**config.mk**
```make
export PLATFORM = sky130hd
export DESIGN_NAME = render_sched
export DESIGN_NICKNAME = d
export VERILOG_FILES = /design/src/rtl/maze_pkg.sv /design/src/rtl/render_pix_cnt.sv /design/src/rtl/render_sched.sv
export SDC_FILE = /design/constraint.sdc
export NUM_CORES = 1
export LEC_CHECK = 0
export ABC_CLOCK_PERIOD_IN_PS = 4000
export BUFFER_PORTS_ARGS = -buffer_cell sky130_fd_sc_hd__buf_2
export CAP_MARGIN = 20
export CORE_MARGIN = 2
export CORE_UTILIZATION = 58
export CTS_CLUSTER_SIZE = 10
export DETAILED_ROUTE_END_ITERATION = 6
export GPL_ROUTABILITY_DRIVEN = 0
export GPL_TIMING_DRIVEN = 1
export PLACE_DENSITY = 0.85
export SYNTH_ARGS = -nofsm -noshare
export SYNTH_HDL_FRONTEND = slang
export SYNTH_SLANG_ARGS = --single-unit
```
**constraint.sdc**
```tcl
create_clock -name clk -period 4 [get_ports clk]
set_input_delay 0.4 -clock clk [delete_from_list [all_inputs] [get_ports clk]]
set_output_delay 0.4 -clock clk [all_outputs]
set_load 0.1 [all_outputs]
```
**src/rtl/maze_pkg.sv**
```systemverilog
// Shared types and constants for the maze ray-tracing frame scheduler.
// Holds the scheduler state enum, the draw-mode codes and the default raster size.
package maze_pkg;

    typedef enum logic [1:0] {
        STILL    = 2'd0,
        INIT_CAM = 2'd1,
        DRAW     = 2'd2,
        DRAIN    = 2'd3
    } sched_state_t;

    localparam logic [1:0] MODE_NONE   = 2'b00;
    localparam logic [1:0] MODE_MOVE   = 2'b10;
    localparam logic [1:0] MODE_ROTATE = 2'b11;

    localparam int H_RES_DEF = 800;
    localparam int V_RES_DEF = 600;

endpackage

```
**src/rtl/render_pix_cnt.sv**
```systemverilog
// Raster-order x/y pixel counter with line wrap and last-pixel detect.
// Advances one pixel per i_adv; wraps to (0,0) after the final pixel.
module render_pix_cnt
    import maze_pkg::*;
#(
    parameter int H_RES = H_RES_DEF,
    parameter int V_RES = V_RES_DEF,
    parameter int W     = 12
) (
    input  logic         clk,
    input  logic         rst,
    input  logic         i_clr,
    input  logic         i_adv,
    output logic [W-1:0] o_x,
    output logic [W-1:0] o_y,
    output logic         o_last
);

    logic [W-1:0] r_x;
    logic [W-1:0] r_y;
    logic         w_x_end;
    logic         w_y_end;

    assign w_x_end = (r_x == W'(H_RES - 1));
    assign w_y_end = (r_y == W'(V_RES - 1));
    assign o_last  = w_x_end & w_y_end;
    assign o_x     = r_x;
    assign o_y     = r_y;

    always_ff @(posedge clk) begin
        if (rst || i_clr) begin
            r_x <= '0;
            r_y <= '0;
        end else if (i_adv) begin
            if (w_x_end) begin
                r_x <= '0;
                r_y <= w_y_end ? '0 : r_y + 1'b1;
            end else begin
                r_x <= r_x + 1'b1;
            end
        end
    end

endmodule

```
**src/rtl/render_sched.sv**
```systemverilog
// Frame-render scheduler: camera init, credit-throttled raster issue, drain.
// Optional RENDER_SCHED_PERF_EN adds the frame_cycles performance counter.
module render_sched
    import maze_pkg::*;
#(
    parameter int H_RES = H_RES_DEF,
    parameter int V_RES = V_RES_DEF,
    parameter int W     = 12,
    parameter int CRD   = 8
) (
    input  logic         clk,
    input  logic         rst,
    input  logic         move_req,
    input  logic         rot_req,
    output logic         cam_start,
    input  logic         cam_done,
    output logic         pix_valid,
    input  logic         pix_ready,
    output logic [W-1:0] pix_x,
    output logic [W-1:0] pix_y,
    output logic         pix_last,
    input  logic         ret_valid,
    output logic [1:0]   mode,
    output logic         busy,
`ifdef RENDER_SCHED_PERF_EN
    output logic [31:0]  frame_cycles,
`endif
    output logic         frame_done
);

    localparam int CW = $clog2(CRD + 1);

    sched_state_t r_state;
    sched_state_t w_state_nxt;
    logic [CW-1:0] r_infl;
    logic [CW-1:0] w_infl_nxt;
    logic          r_cam_start;
    logic          r_frame_done;
    logic          r_pend;
    logic [1:0]    r_pend_mode;
    logic [1:0]    r_mode;
    logic [1:0]    w_mode_nxt;
    logic [1:0]    w_req_mode;
    logic          w_req;
    logic          w_xfer;
    logic          w_last;
    logic          w_done;

    assign w_req      = move_req | rot_req;
    assign w_req_mode = rot_req ? MODE_ROTATE : MODE_MOVE;
    assign pix_valid  = (r_state == DRAW) && (r_infl < CW'(CRD));
    assign w_xfer     = pix_valid & pix_ready;
    assign pix_last   = w_last & pix_valid;
    assign cam_start  = r_cam_start;
    assign frame_done = r_frame_done;
    assign mode       = r_mode;
    assign busy       = (r_state != STILL);

    render_pix_cnt #(
        .H_RES (H_RES),
        .V_RES (V_RES),
        .W     (W)
    ) u_pix_cnt (
        .clk    (clk),
        .rst    (rst),
        .i_clr  (r_state == INIT_CAM),
        .i_adv  (w_xfer),
        .o_x    (pix_x),
        .o_y    (pix_y),
        .o_last (w_last)
    );

    // A retire with nothing in flight is dropped so stale returns after reset are harmless.
    always_comb begin
        w_infl_nxt = r_infl;
        if (w_xfer && !ret_valid) begin
            w_infl_nxt = r_infl + 1'b1;
        end else if (!w_xfer && ret_valid && (r_infl != '0)) begin
            w_infl_nxt = r_infl - 1'b1;
        end
    end

    always_ff @(posedge clk) begin
        if (rst) begin
            r_state <= STILL;
        end else begin
            r_state <= w_state_nxt;
        end
    end

    always_comb begin
        w_state_nxt = r_state;
        w_mode_nxt  = r_mode;
        w_done      = 1'b0;
        unique case (r_state)
            STILL: begin
                if (w_req) begin
                    w_state_nxt = INIT_CAM;
                    w_mode_nxt  = w_req_mode;
                end
            end
            INIT_CAM: begin
                if (cam_done) begin
                    w_state_nxt = DRAW;
                end
            end
            DRAW: begin
                if (w_xfer && w_last) begin
                    w_state_nxt = DRAIN;
                end
            end
            DRAIN: begin
                if (w_infl_nxt == '0) begin
                    w_done = 1'b1;
                    if (w_req) begin
                        w_state_nxt = INIT_CAM;
                        w_mode_nxt  = w_req_mode;
                    end else if (r_pend) begin
                        w_state_nxt = INIT_CAM;
                        w_mode_nxt  = r_pend_mode;
                    end else begin
                        w_state_nxt = STILL;
                        w_mode_nxt  = MODE_NONE;
                    end
                end
            end
            default: begin
                w_state_nxt = STILL;
            end
        endcase
    end

    always_ff @(posedge clk) begin
        if (rst) begin
            r_infl       <= '0;
            r_cam_start  <= 1'b0;
            r_frame_done <= 1'b0;
            r_mode       <= MODE_NONE;
            r_pend       <= 1'b0;
            r_pend_mode  <= MODE_NONE;
        end else begin
            r_infl       <= w_infl_nxt;
            r_cam_start  <= (w_state_nxt == INIT_CAM) && (r_state != INIT_CAM);
            r_frame_done <= w_done;
            r_mode       <= w_mode_nxt;
            if (w_done) begin
                r_pend <= 1'b0;
            end else if (w_req && (r_state != STILL)) begin
                r_pend      <= 1'b1;
                r_pend_mode <= w_req_mode;
            end
        end
    end

`ifdef RENDER_SCHED_PERF_EN
    logic [31:0] r_cyc;
    logic [31:0] r_frame_cycles;

    // r_cyc counts cycles since cam_start inclusive of the current one.
    always_ff @(posedge clk) begin
        if (rst) begin
            r_cyc          <= '0;
            r_frame_cycles <= '0;
        end else begin
            r_cyc <= r_cam_start ? 32'd1 : r_cyc + 32'd1;
            if (r_frame_done) begin
                r_frame_cycles <= r_cyc + 32'd1;
            end
        end
    end

    assign frame_cycles = r_frame_cycles;
`endif

endmodule

```
# Yosys cells after proc, flatten, opt, wreduce, memory -nomap -nowiden
# Cells that the tools add are included.
# classes
bitwise_logic	5
n_reduce_logical	19
add_sub_neg	4
eq_ne	9
muxes	19
n_lt_le_gt_ge	1
# ops
cell	count
$add 12x1->12 const B	2
$eq 12x10->1 const B	2
$mux 12	2
$mux 2	8
$mux 4	2
$pmux 2 s4	1
$logic_and 1x1->1	7
$mux 1	5
$add 4x1->4 const B	1
$eq 2x1->1 const B	2
$eq 2x2->1 const B	2
$logic_not 4->1	1
$lt 4x4->1 const B	1
$ne 2x2->1 const B	2
$pmux 2 s2	1
$reduce_and 2->1	2
$reduce_bool 2->1	2
$reduce_bool 4->1	1
$sub 4x1->4 const B	1
$and 1x1->1	3
$reduce_and 3->1	1
$logic_not 1->1	2
$logic_not 2->1	1
$ne 2x1->1 const B	1
other kinds (4)	4
# totals
word_cells	66
register_bits	37
out_inout_bits	31
input_bits	7

# Longest topological paths before layout
# Gate-level depths: netlist of run 1.
# depth
depth_word	13
mapped_depth	8
ltp_nobuf	8

# Modules after synthesis
# Synthesis of run 1 repeated with hierarchy kept, for this count alone.
# hier_totals
hier_cells	248
area_unflattened_um2	2075.7
# by_module_without_submodules
module	area_per_inst_um2	cells_each	n_inst
render_pix_cnt	1243.7	152	1
render_sched	832.0	96	1

# Least setup slack after synthesis of run 1
# Ideal clock, no wire load.
# synth_timing
path_type	register to output
start	register r_state[1]
end	output pix_last
required_time_ns	3.600
slack_ns	-0.167
path_stages_with_launch	4
arrival_time_ns	3.767
cell_sequence	dfxtp_1 inv_1 nor3_1 and4_1
# synth_between
elab_chain_len	3
# synth_lines
item	line_no	rtl
start: declaration	render_sched.sv:33	sched_state_t r_state;
start signal: assignment	render_sched.sv:87	r_state <= w_state_nxt;
$eq 2x2->1	render_sched.sv:51	assign pix_valid = (r_state == DRAW) && (r_infl < CW'(CRD));
$logic_and 1x1->1	render_sched.sv:51	
net pix_valid	render_sched.sv:17	output logic pix_valid,
$and 1x1->1	render_sched.sv:53	assign pix_last = w_last & pix_valid;
end: declaration	render_sched.sv:21	output logic pix_last,
# The timed path passes the listed nets, and every way through them passes these cells.

# Final worst setup path of run 1
# layout_timing
start	register u_pix_cnt.r_x[4] (netlist: u_pix_cnt.o_x[4])
end	output pix_last
# layout_between
elab_chain_len	3
# layout_lines
item	line_no	rtl
start: declaration	render_pix_cnt.sv:19	logic [W-1:0] r_x;
start signal: assignment	render_pix_cnt.sv:39	r_x <= r_x + 1'b1;
$eq 12x10->1	render_pix_cnt.sv:24	assign w_x_end = (r_x == W'(H_RES - 1));
$and 1x1->1	render_pix_cnt.sv:26	assign o_last = w_x_end & w_y_end;
$and 1x1->1	render_sched.sv:53	
# Every way passes these cells.

==> run summary, run 1 <==
ranking of synthesized cells by area -> dfxtp_1 38%, nor2_1 7.4%, xnor2_1 5.9%, xor2_1 4.5%, and3_1 2.9%
unrepaired setup endpoints after global routing -> false
DR iter-0 viols -> 100
Residual DRC -> 0
CTS clk-pin slew, worst paths -> 0.11 ns
Clock Path Buffers -> 2
Max Fclk -> 367 MHz
Cells after Synth -> 219
CORE AREA -> 3100 um^2
die area -> 3800 um^2
Setup violations, final -> 0
syn_nets -> 230
synth unique cells -> 51
WP data required -> 3.60 ns
Design Power -> 0.928 mW
Synth Cell Area -> 1930 um^2
predominant post-synthesis flop cell -> dfxtp_1
nature of the critical path endpoint -> output port
post-CTS sizing -> 0
Slew headroom -> 67.3%
layout cell share with drive strength beyond 1 -> 21.7%
critical path class -> register to output port
Sink Count -> 37
asr flop ratio synth -> 0%
IO Count -> 38
maxcap violations -> 0
CTS HTree Levels -> 2
r2r worst-path depth -> 8
reg2reg end -> r_pend_mode[0]
r2r setup slk -> 1.75 ns
TNS Setup -> 0 ns
total track usage -> 22.5%
IO buf count -> 37
peak supply drop -> 382 uV
DPL Wire Length -> 2870 um
post-DR vias/cell -> 5.62
CP Data Arrival Time -> 2.33 ns
Post-synth EDFFs -> 0
Congestion Overflow GR -> 0
die height -> 61.7 um
vias in the first global route -> 1,407
Hold/Removal Path Class -> primary input to register
WL/cell -> 13.0 um
Worst R2R Start -> r_infl[0]
Worst-Skew Late Latency -> 0.34 ns
Yosys reg bits -> 37
first-pass GRT wire length -> 6320 um
first-pass iteration count of the detailed router -> 4
largest net degree at the start of global routing -> 16
Tmin final -> 2.73 ns
Die Wd -> 61.7 um
Finished Layout Cells -> 298
row cnt -> 20
Net count, final -> 265
total vias in the final route -> 1,675
CTS tree -> built
Clock Skews -> 0.00688 ns
Final Max Tran Viols -> 0
final core utilization -> 70.2%
Placed Cells -> 291
setup bufs post-CTS -> 0
hold path start -> rot_req
Setup crit start kind -> register
Final Hold Fails -> 0
syn_area_per_cell -> 8.80 um^2
initial antenna violation count -> 0
synth warn -> 0
Worst Max-Slew Pin Slew -> 0.493 ns
CTS Buf Count -> 5
Hold Buf Count CTS -> 0
Yosys top cell by area -> dfxtp_1
Tcrit/Tclk final -> 68.2%
critical-path maximum fanout -> 8
n_diodes -> 0
Root Driver -> clkbuf_4
wirelength, routed -> 3880 um
Starting Density -> 62.1%
post-synth top area share -> 38.4%
Placed Instance Area -> 2120 um^2
DRT antenna net count -> 0
WHS Path Cells -> 2
Power Density -> 426 nW/um^2
Hold Path End -> r_pend_mode[0]
area grow syn2layout -> 12.9%
static leakage -> 0.914 nW
final instance area -> 2180 um^2
sequential-to-total area share from yosys stat -> 38.4%
status -> finished clean
metrics by stage:
step	worst slack [ns]	hold WS (ns)
final	1.27	0.317
after global routing	1.12	0.318
after CTS	1.26	0.311
after detailed placement	1.66	0.467
after global placement	1.68	0.459
after floorplan	0.795	0.433
flip-flops by register name, indices dropped and copies added, names as in the netlist:
register / count
r_state: 2
cam_start: 1
u_pix_cnt.o_y: 12
r_pend_mode: 2
r_pend: 1
mode: 2
frame_done: 1
u_pix_cnt.o_x: 12
r_infl: 4
layer usage:
metal	GRT usage (%)	vias to the layer above	share of wire [%]
met5	0	-	0
met4	8.51	0	1.2
met3	5.88	6	5.5
met2	33.1	47	46
met1	31.6	780	48
li1	-	842	-
cell usage after synthesis (2+ instances only):
master	n
nor4b_2	2
and3_1	9
a21oi_1	5
nor2_1	38
clkbuf_1	2
and4_1	3
dfxtp_1	37
xnor2_1	13
or2_2	2
mux2i_1	2
nand2b_1	4
nor3_1	9
inv_1	9
nand3_1	10
nand4_1	6
ha_1	4
xor2_1	10
a311oi_1	2
nor4bb_1	2
and2_1	2
nand2_1	15
buf_2	4
critical path, cell delays in order, from the launching register on:
cell and delay, ns:
dfxtp_1 0.46, or3b_1 0.41, nor4b_2 0.20, and4_1 0.27
and4_1 0.23, buf_2 0.43
cell type report:
type | instances | area [um^2]
multi-input combinational | 164 | 1110
fill | 259 | 926
sequential | 37 | 741
timing repair buffer | 37 | 185
clock buffer | 7 | 55.1
tap | 44 | 55.1
inverter | 9 | 33.8
cell families (layout without fill, tap and decap cells):
logic type / after synthesis / after routing / synth area share [%]
AO/OA/AOI/OAI: 22 / 22 / 9.60
buffers and inverters: 18 / 53 / 4.41
adder cells (fa/ha/maj): 4 / 4 / 2.60
XOR/XNOR: 23 / 23 / 10.4
multiplexers: 3 / 3 / 1.82
AND/OR/NAND/NOR: 112 / 112 / 32.7
flip-flops: 37 / 37 / 38.4
layout by cell type, fill, tap and decap left out, types with 5 or more instances in the layout:
cell,synthesis,routed
a21oi_1,5,5
and3_1,9,9
buf_2,4,37
clkbuf_4,0,5
dfxtp_1,37,37
inv_1,9,9
nand2_1,15,15
nand3_1,10,10
nand4_1,6,6
nor2_1,38,38
nor3_1,9,8
xnor2_1,13,13
xor2_1,10,10
worst max path at each step:
stage	startpoint	end	cells after the start
after CTS	u_pix_cnt.o_x[4]	pix_last	5
final	u_pix_cnt.o_x[4]	pix_last	5
after floorplan	r_state[1]	pix_last	3
after global routing	u_pix_cnt.o_x[4]	pix_last	5
after global placement	u_pix_cnt.o_x[4]	pix_last	5
after detailed placement	u_pix_cnt.o_x[4]	pix_last	5
where the power goes:
group	internal (mW)	leakage [nW]	switching, mW
clock	0.0830	0.0314	0.117
combinational	0.104	0.583	0.194
sequential	0.395	0.300	0.0347
No activity file was read; power rests on OpenSTA's default activity.
==> inputs of run 2 (changes only) <==
- ABC_CLOCK_PERIOD_IN_PS: 4000 -> 2500
- CORE_UTILIZATION: 58 -> 49
- PLACE_DENSITY: 0.85 -> 0.77
- clock period: 4 -> 2.5 ns (I/O delays scaled with it)
==> run 2 against run 1 <==
Compared with the run above: power rose by 73%; hold slack worse by 0.091 ns; critical path depth rose by 1; largest cell class unchanged; largest power group unchanged.
==> run summary, run 2 (synthesis results as in run 1) <==
CTS Buf Count -> 5 (unchanged)
row cnt -> 22 (+10%)
Worst-Skew Late Latency -> 0.29 ns (-0.05 ns)
IO buf count -> 37 (unchanged)
static leakage -> 0.942 nW (+3.1%)
Register Area -> 749 um^2 (+1.2%)
setup bufs post-CTS -> 0 (unchanged)
total track usage -> 19.8% (-2.6 points)
wirelength, routed -> 3980 um (+2.5%)
status -> finished clean
Die Wd -> 66.7 um (+8.2%)
CORE AREA -> 3720 um^2 (+20%)
Hold/Removal Path Class -> primary input to register
total vias in the final route -> 1,719 (+2.6%)
gr busiest metal -> met2
DR iter-0 viols -> 80 (-20%)
Setup violations, final -> 0 (unchanged)
dpl ws -> 0.286 ns (-1.37 ns)
# fillers -> 337 (+30%)
initial antenna violation count -> 0 (unchanged)
vias in the first global route -> 1,588 (+13%)
Final Hold Fails -> 0 (unchanged)
GRT met1 Usage -> 24.4% (-7.2 points)
met2 global-route usage -> 33.9% (+0.79 points)
Hold Buf Count CTS -> 0 (unchanged)
post-DR vias/cell -> 5.67 (+0.93%)
Finished Layout Cells -> 303 (+1.7%)
commonest cells after routing, fill and taps aside -> 38 x nor2_1, 36 x buf_2, 30 x dfxtp_1
global-route met3 utilization -> 4.90% (-0.98 points)
largest net degree at the start of global routing -> 16 (unchanged)
die height -> 66.7 um (+8.2%)
Clock Path Buffers -> 2 (unchanged)
CTS HTree Levels -> 2 (unchanged)
Hold WS -> 0.226 ns (-0.0911 ns)
Worst Max-Slew Pin Slew -> 0.480 ns (-0.0132 ns)
area grow syn2layout -> 16.9%
Root Driver -> clkbuf_8
area of the multi-input gates -> 1120 um^2 (+1.6%)
Slew headroom -> 67.1% (-0.26 points)
CTS clk-pin slew, worst paths -> 0.07 ns (-0.04 ns)
Starting Density -> 51.9% (-10 points)
Worst Setup Slack, final -> 0.132 ns (-1.14 ns)
Sink Count -> 37 (unchanged)
DRT antenna net count -> 0 (unchanged)
first-pass GRT wire length -> 6910 um (+9.3%)
first-pass iteration count of the detailed router -> 4 (unchanged)
Net count, final -> 265 (unchanged)
Setup crit start kind -> register
maxcap violations -> 0 (unchanged)
layout cell share with drive strength beyond 1 -> 25.5% (+3.8 points)
Final Max Tran Viols -> 0 (unchanged)
IO Count -> 38 (unchanged)
CP Data Arrival Time -> 2.53 ns (+0.20 ns)
CTS tree -> built
n_diodes -> 0 (unchanged)
Max Fclk -> 422 MHz
Tmin final -> 2.37 ns
Residual DRC -> 0 (unchanged)
critical-path maximum fanout -> 9 (+1)
commonest non-fill, non-tap cell in the layout -> nor2_1
Congestion Overflow GR -> 0 (unchanged)
DPL Wire Length -> 2880 um (+0.21%)
nature of the critical path endpoint -> register
Power Density -> 710 nW/um^2 (+67%)
WL/cell -> 13.1 um (+0.78%)
peak supply drop -> 439 uV (+15%)
WP data required -> 2.66 ns (-0.94 ns)
die area -> 4450 um^2 (+17%)
Placed Cells -> 295 (+1.4%)
critical path class -> register to register
Design Power -> 1.60 mW (+73%)
Tcrit/Tclk final -> 94.7%
Clock Skews -> 0.00792 ns (+0.00104 ns)
[run 2: cell types whose count changed in the layout (fill, tap and decap cells not counted), sizes merged]
cell / before / now
clkbuf: 7 / 5
clkinv: 0 / 2
clkinvlp: 0 / 1
[run 2: worst paths after layout]
kind | from | end | slack, ns | cells after the start
hold reg to reg | mode[0] | mode[0] | 0.47 | 2
setup / recovery | r_infl[3] | cam_start | 0.13 | 6
setup reg to reg | r_infl[3] | cam_start | 0.13 | 6
hold / removal | rot_req | r_pend_mode[0] | 0.23 | 2
[run 2: report_power, final]
group / internal (mW) / switching (mW) / total, mW
Combinational: 0.169 / 0.329 / 0.498
Sequential: 0.632 / 0.0593 / 0.691
Clock: 0.192 / 0.220 / 0.412
[run 2: metal layers]
| layer | vias to the layer above | routed length, um |
|---|---|---|
| li1 | 838 | - |
| met1 | 813 | 1740 |
| met2 | 57 | 1930 |
| met3 | 11 | 239 |
| met4 | 0 | 76 |
| met5 | - | 0 |
[run 2: final cells by class]
class | count | area share (%)
Sequential cell | 37 | 33.2
Multi-Input combinational cell | 164 | 49.9
Tap cell | 48 | 2.66
Clock buffer | 5 | 3.05
Inverter | 9 | 1.50
Timing Repair Buffer | 37 | 8.88
Clock inverter | 3 | 0.777
[run 2: repair_timing]
item	in CTS	in global routing
endpoints found under the hold margin	0	0
resized for setup	0	2
setup endpoints to repair	0	2
[run 2: stage by stage]
step / setup TNS (ns) / area (um^2) / utilization [%]
after detailed placement: 0 / 2160 / 58.1
after CTS: 0 / 2240 / 60.4
final: 0 / 2250 / 60.7
after global placement: 0 / 2160 / 58.1
after global routing: -0.0638 / 2250 / 60.7
after floorplan: 0 / 1950 / -
[run 2: critical path, cell delays in order, from the launching register on]
cell and delay, ns:
dfxtp_1 0.55, nand4bb_4 0.27, mux2_4 0.31, mux2i_1 0.40, nand3_1 0.22, nor4b_2 0.40
a2111oi_2 0.08
